[src/rtl/branch_cond_unit_if.sv]
// Handshake/data bundle between ALU flags, branch issue, result consumer and the branch condition unit.
// The slave modport is the unit side; the master modport is the driver/consumer side.
interface branch_cond_unit_if #(
    parameter int PC_W = 32
);
    logic            flag_valid;
    logic            flag_ready;
    logic            rel_in;
    logic            n_in;
    logic            z_in;
    logic            br_valid;
    logic            br_ready;
    logic [2:0]      br_cond;
    logic [PC_W-1:0] br_target;
    logic [PC_W-1:0] pc_in;
    logic            flush;
    logic            out_valid;
    logic            out_ready;
    logic            taken;
    logic [PC_W-1:0] next_pc;
    logic [2:0]      flags_q;

    modport slave (
        input  flag_valid, rel_in, n_in, z_in,
        input  br_valid, br_cond, br_target, pc_in,
        input  flush, out_ready,
        output flag_ready, br_ready, out_valid, taken, next_pc, flags_q
    );

    modport master (
        output flag_valid, rel_in, n_in, z_in,
        output br_valid, br_cond, br_target, pc_in,
        output flush, out_ready,
        input  flag_ready, br_ready, out_valid, taken, next_pc, flags_q
    );
endinterface

[src/rtl/branch_cond_unit.sv]
// Resolves a conditional branch against stored ALU flags; result valid one cycle after the EVAL cycle.
// Takes one branch at a time: br_ready only in IDLE, result held in HOLD until out_ready.
module branch_cond_unit #(
    parameter int PC_W = 32
) (
    input  logic              clk,
    input  logic              rst_n,
    branch_cond_unit_if.slave bus
);

    typedef enum logic [1:0] {IDLE, WAIT_FLAGS, EVAL, HOLD} state_t;

    localparam logic [PC_W-1:0] PC_INC = PC_W'(4);

    state_t          r_state;
    logic [2:0]      r_flags_q;
    logic            r_flags_vld;
    logic [2:0]      r_cond;
    logic [PC_W-1:0] r_target;
    logic [PC_W-1:0] r_pc;
    logic            r_out_valid;
    logic            r_taken;
    logic [PC_W-1:0] r_next_pc;

    logic w_flag_hs;
    logic w_br_hs;
    logic w_cond_true;

    assign bus.br_ready   = (r_state == IDLE);
    assign bus.flag_ready = (r_state == IDLE) || (r_state == WAIT_FLAGS);
    assign bus.out_valid  = r_out_valid;
    assign bus.taken      = r_taken;
    assign bus.next_pc    = r_next_pc;
    assign bus.flags_q    = r_flags_q;

    assign w_flag_hs = bus.flag_valid && bus.flag_ready;
    assign w_br_hs   = bus.br_valid && bus.br_ready;

    // r_flags_q is {rel, n, z}
    always_comb begin
        w_cond_true = 1'b0;
        case (r_cond)
            3'b000: w_cond_true = 1'b1;
            3'b001: w_cond_true = 1'b0;
            3'b010: w_cond_true = r_flags_q[2];
            3'b011: w_cond_true = !r_flags_q[2];
            3'b100: w_cond_true = r_flags_q[0];
            3'b101: w_cond_true = !r_flags_q[0];
            3'b110: w_cond_true = r_flags_q[1];
            3'b111: w_cond_true = !r_flags_q[1] && !r_flags_q[0];
            default: w_cond_true = 1'b0;
        endcase
    end

    always_ff @(posedge clk or negedge rst_n) begin
        if (!rst_n) begin
            r_state     <= IDLE;
            r_flags_q   <= 3'b000;
            r_flags_vld <= 1'b0;
            r_cond      <= 3'b000;
            r_target    <= '0;
            r_pc        <= '0;
            r_out_valid <= 1'b0;
            r_taken     <= 1'b0;
            r_next_pc   <= '0;
        end else if (bus.flush) begin
            // Abort wins over any handshake; last result and flags stay visible.
            r_state     <= IDLE;
            r_out_valid <= 1'b0;
            r_flags_vld <= 1'b0;
        end else begin
            if (w_flag_hs) begin
                r_flags_q   <= {bus.rel_in, bus.n_in, bus.z_in};
                r_flags_vld <= 1'b1;
            end
            case (r_state)
                IDLE: begin
                    if (w_br_hs) begin
                        r_cond   <= bus.br_cond;
                        r_target <= bus.br_target;
                        r_pc     <= bus.pc_in;
                        r_state  <= (r_flags_vld || w_flag_hs) ? EVAL : WAIT_FLAGS;
                    end
                end
                WAIT_FLAGS: begin
                    if (w_flag_hs) r_state <= EVAL;
                end
                EVAL: begin
                    r_taken     <= w_cond_true;
                    r_next_pc   <= w_cond_true ? r_target : (r_pc + PC_INC);
                    r_out_valid <= 1'b1;
                    r_state     <= HOLD;
                end
                HOLD: begin
                    if (bus.out_ready) begin
                        r_out_valid <= 1'b0;
                        r_state     <= IDLE;
                    end
                end
                default: r_state <= IDLE;
            endcase
        end
    end

endmodule
[src/flat_wrapper.sv]
// flat-port wrapper written by rule: the top's interface ports become plain ports
module branch_cond_unit_flat 
#(
    parameter int PC_W = 32
)
  (clk, rst_n, bus_flag_valid, bus_rel_in, bus_n_in, bus_z_in, bus_br_valid, bus_br_cond, bus_br_target, bus_pc_in, bus_flush, bus_out_ready, bus_flag_ready, bus_br_ready, bus_out_valid, bus_taken, bus_next_pc, bus_flags_q);
  branch_cond_unit_if #(.PC_W(PC_W)) bus_i ();
  input  logic clk;
  input  logic rst_n;
  input wire logic [$bits(bus_i.flag_valid)-1:0] bus_flag_valid;
  input wire logic [$bits(bus_i.rel_in)-1:0] bus_rel_in;
  input wire logic [$bits(bus_i.n_in)-1:0] bus_n_in;
  input wire logic [$bits(bus_i.z_in)-1:0] bus_z_in;
  input wire logic [$bits(bus_i.br_valid)-1:0] bus_br_valid;
  input wire logic [$bits(bus_i.br_cond)-1:0] bus_br_cond;
  input wire logic [$bits(bus_i.br_target)-1:0] bus_br_target;
  input wire logic [$bits(bus_i.pc_in)-1:0] bus_pc_in;
  input wire logic [$bits(bus_i.flush)-1:0] bus_flush;
  input wire logic [$bits(bus_i.out_ready)-1:0] bus_out_ready;
  output wire logic [$bits(bus_i.flag_ready)-1:0] bus_flag_ready;
  output wire logic [$bits(bus_i.br_ready)-1:0] bus_br_ready;
  output wire logic [$bits(bus_i.out_valid)-1:0] bus_out_valid;
  output wire logic [$bits(bus_i.taken)-1:0] bus_taken;
  output wire logic [$bits(bus_i.next_pc)-1:0] bus_next_pc;
  output wire logic [$bits(bus_i.flags_q)-1:0] bus_flags_q;
  assign bus_i.flag_valid = bus_flag_valid;
  assign bus_i.rel_in = bus_rel_in;
  assign bus_i.n_in = bus_n_in;
  assign bus_i.z_in = bus_z_in;
  assign bus_i.br_valid = bus_br_valid;
  assign bus_i.br_cond = bus_br_cond;
  assign bus_i.br_target = bus_br_target;
  assign bus_i.pc_in = bus_pc_in;
  assign bus_i.flush = bus_flush;
  assign bus_i.out_ready = bus_out_ready;
  assign bus_flag_ready = bus_i.flag_ready;
  assign bus_br_ready = bus_i.br_ready;
  assign bus_out_valid = bus_i.out_valid;
  assign bus_taken = bus_i.taken;
  assign bus_next_pc = bus_i.next_pc;
  assign bus_flags_q = bus_i.flags_q;
  branch_cond_unit #(.PC_W(PC_W)) u_core (.clk(clk), .rst_n(rst_n), .bus(bus_i));
endmodule
[config.mk]
export PLATFORM = sky130hd
export DESIGN_NAME = branch_cond_unit_flat
export DESIGN_NICKNAME = d
export VERILOG_FILES = /design/src/rtl/branch_cond_unit_if.sv /design/src/rtl/branch_cond_unit.sv /design/src/flat_wrapper.sv
export SDC_FILE = /design/constraint.sdc
export NUM_CORES = 1
export LEC_CHECK = 0
export BUFFER_PORTS_ARGS = -buffer_cell sky130_fd_sc_hd__buf_4
export CAP_MARGIN = 20
export CORE_MARGIN = 2
export CORE_UTILIZATION = 40
export CTS_CLUSTER_SIZE = 10
export DETAILED_ROUTE_END_ITERATION = 7
export PLACE_DENSITY_LB_ADDON = 0.15
export SLEW_MARGIN = 10
export SYNTH_ARGS = -nofsm -noshare
export SYNTH_HDL_FRONTEND = slang
export SYNTH_SLANG_ARGS = --single-unit
[constraint.sdc]
create_clock -name clk -period 2.5 [get_ports clk]
set_clock_uncertainty 0.1 [all_clocks]
set_input_delay 0.625 -clock clk [delete_from_list [all_inputs] [get_ports clk]]
set_output_delay 0.625 -clock clk [all_outputs]
set_load 0.05 [all_outputs]
==> results of run 1 <==
==> layout make-up <==
type | count | area (sq um) | share of cell area [%]
inverter | 7 | 26.3 | 0.409
tap | 168 | 210 | 3.27
sequential | 107 | 2680 | 41.7
timing repair buffer | 120 | 938 | 14.6
clock inverter | 3 | 68.8 | 1.07
clock buffer | 13 | 270 | 4.21
multi-input combinational | 284 | 2230 | 34.7
==> critical path: cells and delay by family, from the launching register on <==
| family | cells | cell delay [ps] |
|---|---|---|
| DFF | 1 | 410 |
| adders and majority gates | 1 | 250 |
| buffers and inverters | 2 | 300 |
| and+or+nand+nor | 1 | 310 |
==> worst paths after layout <==
check | to | slack [ps]
hold / removal | u_core.bus.next_pc[3] | 170
setup reg to reg | u_core.bus.next_pc[26] | 410
max in group asynchronous | u_core.r_pc[23] | 1510
setup / recovery | bus_flag_ready | 170
hold reg to reg | u_core.bus.next_pc[13] | 390
min in group clk | u_core.bus.next_pc[13] | 390
==> power breakdown <==
part	leakage (nW)	switching, W	internal [W]	total (W)
Clock	0.166	0.000618	0.000963	0.00158
Combinational	1.43	0.00233	0.00164	0.00397
Sequential	1.28	0.000737	0.00259	0.00332
==> cell usage after synthesis, types with 2 or more instances <==
| cell | count |
|---|---|
| dfrtp_1 | 107 |
| mux2_2 | 70 |
| nand2_1 | 25 |
| nand3_1 | 21 |
| nor2_1 | 21 |
| xnor2_1 | 15 |
| a21oi_1 | 14 |
| xor2_1 | 13 |
| mux2i_1 | 11 |
| o22ai_1 | 10 |
| buf_2 | 9 |
| nand4_1 | 9 |
| o21ai_0 | 9 |
| clkbuf_1 | 8 |
| inv_1 | 7 |
| ha_1 | 6 |
| a31oi_1 | 5 |
| buf_1 | 5 |
| o311ai_0 | 5 |
| and2_1 | 4 |
| and3_1 | 4 |
| nor3_1 | 4 |
| o21ai_1 | 4 |
| and4_1 | 3 |
| nor2b_1 | 3 |
| nand2b_1 | 2 |
| nor3_4 | 2 |
| nor3b_1 | 2 |
| nor4_4 | 2 |
| o211ai_2 | 2 |
| or2_2 | 2 |
==> flip-flops by register name (all words and copies together) (netlist names) <==
register / count
u_core.bus.flags_q: 3
u_core.bus.next_pc: 32
u_core.bus.out_valid: 1
u_core.bus.taken: 1
u_core.r_cond: 3
u_core.r_flags_vld: 1
u_core.r_pc: 32
u_core.r_state: 2
u_core.r_target: 32
==> per-stage QoR <==
stage	hold slack [ps]	area [sq um]	std cells	power [W]	worst slack, ps
2_1_floorplan	229	5030	422	0.00613	158
3_3_place_gp	363	6080	686	0.00727	483
3_5_place_dp	381	6080	686	0.00737	419
4_1_cts	203	6420	702	0.00898	153
5_1_grt	214	6420	702	0.00947	75.8
6_report	174	6420	702	0.00888	167
==> per-layer routing <==
layer	vias up	global-route usage, %	part of all wire (%)
met1	1703	25.9	46
met2	92	28.6	48
met3	6	5.66	5.4
met5	-	0	0
li1	1722	-	-
met4	0	5.08	0.67
==> logic make-up (layout without fill, tap and decap cells) <==
logic type	Yosys count	after routing	share of synthesized area [%]
multiplexers	81	81	17.9
AND/OR/NAND/NOR	113	113	12.7
adder cells (fa/ha/maj)	6	6	1.49
XOR/XNOR	28	28	4.87
AO/OA/AOI/OAI	56	56	7.14
flip-flops	107	107	53.2
buffers and inverters	31	143	2.76
==> flow_metrics.tcl, run 1 <==
set metrics [dict create \
    run_status "finished clean" \
    vdd_drop_max_v 0.000712 \
    mostFrequentLayoutCells "buf_4, dfrtp_1, mux2_2" \
    cts_buffers 9 \
    synthToLayoutAreaGrowth_pct 27.6 \
    worstReg2RegStart "u_core.r_pc[2]" \
    hpwl_microns 8330 \
    path_class "flop to primary output" \
    final.setup.tns_ps 0 \
    hold_class "input pin to asynchronous set/reset pin" \
    design.core.area_sq_um 12200 \
    cts.sinks 107 \
    min_period_over_period_pct 93.3 \
    final.min_clock_period_ps 2330 \
    syn_inst 422 \
    num_vias 3523 \
    syn_nets 504 \
    async_flop_share_pct 100 \
    slowest_stage "dfrtp_1" \
    final_nets 611 \
    grt_pass1_wl_microns 19100 \
    fin_util_pct 52.8 \
    syn_area_sq_um 5030 \
    rsz0062_at_grt "no" \
    synth_top_area_share_pct 53.2 \
    antenna_cells 0 \
    synthTopCellsByArea "dfrtp_1, mux2_2, xnor2_1, xor2_1, mux2i_1" \
    leakage_nw 2.88 \
    setup_viol 0 \
    tightest_slew_ps 766 \
    die_area_sq_um 13500 \
    overflow 0 \
    finalHoldViolations 0 \
    ys_ff_latch 107 \
    slew_violations 0 \
    clk_latency_ps 340 \
    rows 40 \
    arrival_ps 1610 \
    yosys_most_used_dff "dfrtp_1" \
    drc 0 \
    critPathRequiredTime_ps 1770 \
    wirelength_microns 11600 \
    ctsHoldBuffers 0 \
    synth_top_cell_by_area "dfrtp_1" \
    ant_nets 0 \
    tritoncts "yes" \
    fmax_mhz 429 \
    drive_gt1_share_pct 41.4 \
    htreeDepth 3 \
    initial_core_util_pct 41.4 \
    gp_congestion 0.824 \
    worst_r2r_path_depth 6 \
    crit_fanout 4 \
    chipHeight_microns 116 \
    synth_edf_count 0 \
    cts_setup_buffers 0 \
    grt_max_degree 68 \
    clock-root-buffer "clkbuf_16" \
    viasPerCell 5.02 \
    grt_pass1_vias 3674 \
    critPathMaxStageDelay_ps 410 \
    relSlewSlack_pct 48.9 \
    nFillCells 1085 \
    power_density_nw_per_um2 1380 \
    gr-usage-all-layers_pct 18.6 \
    yosysWarnings 0 \
    cts_resized 0 \
    grt_antenna_before_repair 0 \
    startpoint_type "flop" \
    ctsLongestPathBuffers 2 \
    num_io_pins 115 \
    synth_cell_types 49 \
    die_w_microns 116 \
    drt_first_pass_iters 4 \
    drv_cap 0 \
    drtIter0Drc 157 \
    io_buffers 114 \
    post_drt_wl_per_cell_microns 16.5 \
    crit_path_start "u_core.r_state[0]" \
    final_common_cell "buf_4" \
    clk_pin_slew_ps 70 \
    cp-end-kind "primary output" \
    avgSynthCellArea_sq_um 11.9 \
    path_cells "inv_1, ha_1, or2_2, buf_4" \
    seq_area_frac_synth_pct 53.2 \
]
(Power assumes the default switching activity.)
==> run 2, diff against run 1 <==
--- a/config.mk
+++ b/config.mk
@@ -8,10 +8,10 @@
 export BUFFER_PORTS_ARGS = -buffer_cell sky130_fd_sc_hd__buf_4
 export CAP_MARGIN = 20
 export CORE_MARGIN = 2
-export CORE_UTILIZATION = 40
+export CORE_UTILIZATION = 45
 export CTS_CLUSTER_SIZE = 10
 export DETAILED_ROUTE_END_ITERATION = 7
-export PLACE_DENSITY_LB_ADDON = 0.15
+export PLACE_DENSITY_LB_ADDON = 0.3
 export SLEW_MARGIN = 10
 export SYNTH_ARGS = -nofsm -noshare
 export SYNTH_HDL_FRONTEND = slang
==> run 2 against run 1 <==
Combinational power rose by 2%. Via count rose by 3.0%. First-iteration DRC count fell by 25%. Sequential power barely moved. Largest power group unchanged. Sequential share of layout area rose by 1.0 points.
==> flow_metrics.tcl, run 2 (same netlist as run 1, synthesis figures left out) <==
set metrics [dict create \
    wl_met3_microns 525 \
    critPathRequiredTime_ps 1770 \
    cts_resized 0 \
    tightest_slew_ps 736 \
    final.setup.tns_ps 0 \
    startpoint_type "flop" \
    htreeDepth 3 \
    grt_max_degree 68 \
    gr-usage-all-layers_pct 19.9 \
    slowest_stage "dfrtp_1" \
    fmax_mhz 425 \
    cp_num_buf_inv 2 \
    viasPerCell 5.36 \
    finalHoldViolations 0 \
    wl_met1_microns 5150 \
    antenna_cells 0 \
    drt_first_pass_iters 4 \
    mostFrequentLayoutCells "buf_4, dfrtp_1, mux2_2" \
    arrival_ps 1630 \
    clk_latency_ps 370 \
    chipHeight_microns 110 \
    topRoutingLayerUsed "met4" \
    critical-path-top-delay-family "flip-flops" \
    cp-end-kind "primary output" \
    crit_fanout 4 \
    io_buffers 114 \
    clock-root-buffer "clkbuf_8" \
    hpwl_microns 8370 \
    tritoncts "yes" \
    setup_viol 0 \
    final_cells 677 \
    design.core.area_sq_um 10900 \
    path_cells "inv_1, ha_1, or2_2, buf_4" \
    relSlewSlack_pct 50.9 \
    cts.sinks 107 \
    post_drt_wl_per_cell_microns 16.7 \
    final_common_cell "buf_4" \
    ctsHoldBuffers 0 \
    critPathMaxStageDelay_ps 420 \
    drive_gt1_share_pct 41.7 \
    power_density_nw_per_um2 1350 \
    num_vias 3627 \
    final.min_clock_period_ps 2350 \
    slew_violations 0 \
    rsz0062_at_grt "no" \
    wl_met2_microns 5490 \
    drv_cap 0 \
    leakage_nw 2.82 \
    initial_core_util_pct 46.2 \
    gp_congestion 0.784 \
    num_io_pins 115 \
    ant_nets 0 \
    dp_cells 661 \
    grt_pass1_vias 3518 \
    cts_buffers 9 \
    clk_pin_slew_ps 80 \
    synthToLayoutAreaGrowth_pct 24.6 \
    cts_setup_buffers 0 \
    die_w_microns 110 \
    drc 0 \
    wirelength_microns 11300 \
    vdd_drop_max_v 0.000676 \
    rows 38 \
    final_nets 614 \
    nFillCells 908 \
    min_period_over_period_pct 94.1 \
    path_class "flop to primary output" \
    run_status "finished clean" \
    overflow 0 \
    ctsLongestPathBuffers 2 \
    drtIter0Drc 118 \
    grt_antenna_before_repair 0 \
    grt_pass1_wl_microns 18100 \
    die_area_sq_um 12000 \
    hold_class "input pin to asynchronous set/reset pin" \
]
-- run 2: changes by cell type in the layout (fill, tap and decap cells not counted), sizes merged --
| cell | previous run | this run |
|---|---|---|
| buf | 120 | 123 |
| clkinvlp | 0 | 2 |
| bufinv | 2 | 1 |
| clkinv | 1 | 0 |
-- run 2: cell type report --
cell class | count | area (sq um) | area share (%)
clock inverters | 3 | 45.0 | 0.718
well taps | 140 | 175 | 2.79
multi-input cells | 284 | 2230 | 35.5
clock buffers | 13 | 169 | 2.69
flip-flops and latches | 107 | 2680 | 42.7
inverters | 7 | 26.3 | 0.419
repair buffers | 123 | 948 | 15.1
-- run 2: metal layers --
layer	up-vias	track usage, %
met5	-	0
met4	0	7.78
met3	11	2.49
met2	88	31.5
met1	1805	28.0
li1	1723	-
-- run 2: final timing paths --
check / from / end / slack (ps) / depth (start not counted)
setup / recovery: u_core.r_state[0] / bus_flag_ready / 150 / 4
hold / removal: rst_n / u_core.r_flags_vld / 60 / 1
setup reg to reg: u_core.r_pc[2] / u_core.bus.next_pc[18] / 470 / 6
hold reg to reg: u_core.bus.next_pc[8] / u_core.bus.next_pc[8] / 390 / 2
max in group asynchronous: rst_n / u_core.r_target[17] / 1650 / 2
min in group clk: bus_flush / u_core.bus.out_valid / 380 / 2
-- run 2: stage by stage --
step                worst slack (ps)  hold WS, ps  instance area (sq um)  power, W  util [%]
floorplan                        158          229                   5030   0.00613         -
finish                           147         63.4                   6270   0.00846      57.6
CTS                              137         57.1                   6270   0.00853      57.6
global placement                 554          366                   6060   0.00728      55.6
detailed placement               476          371                   6060   0.00741      55.6
global route                    63.8         76.7                   6270   0.00899      57.6
-- run 2: where the power goes --
part	total (W)	internal [W]	switching, W
Clock	0.00110	0.000546	0.000552
Sequential	0.00332	0.00258	0.000738
Combinational	0.00404	0.00166	0.00238
Total	0.00846	0.00479	0.00367
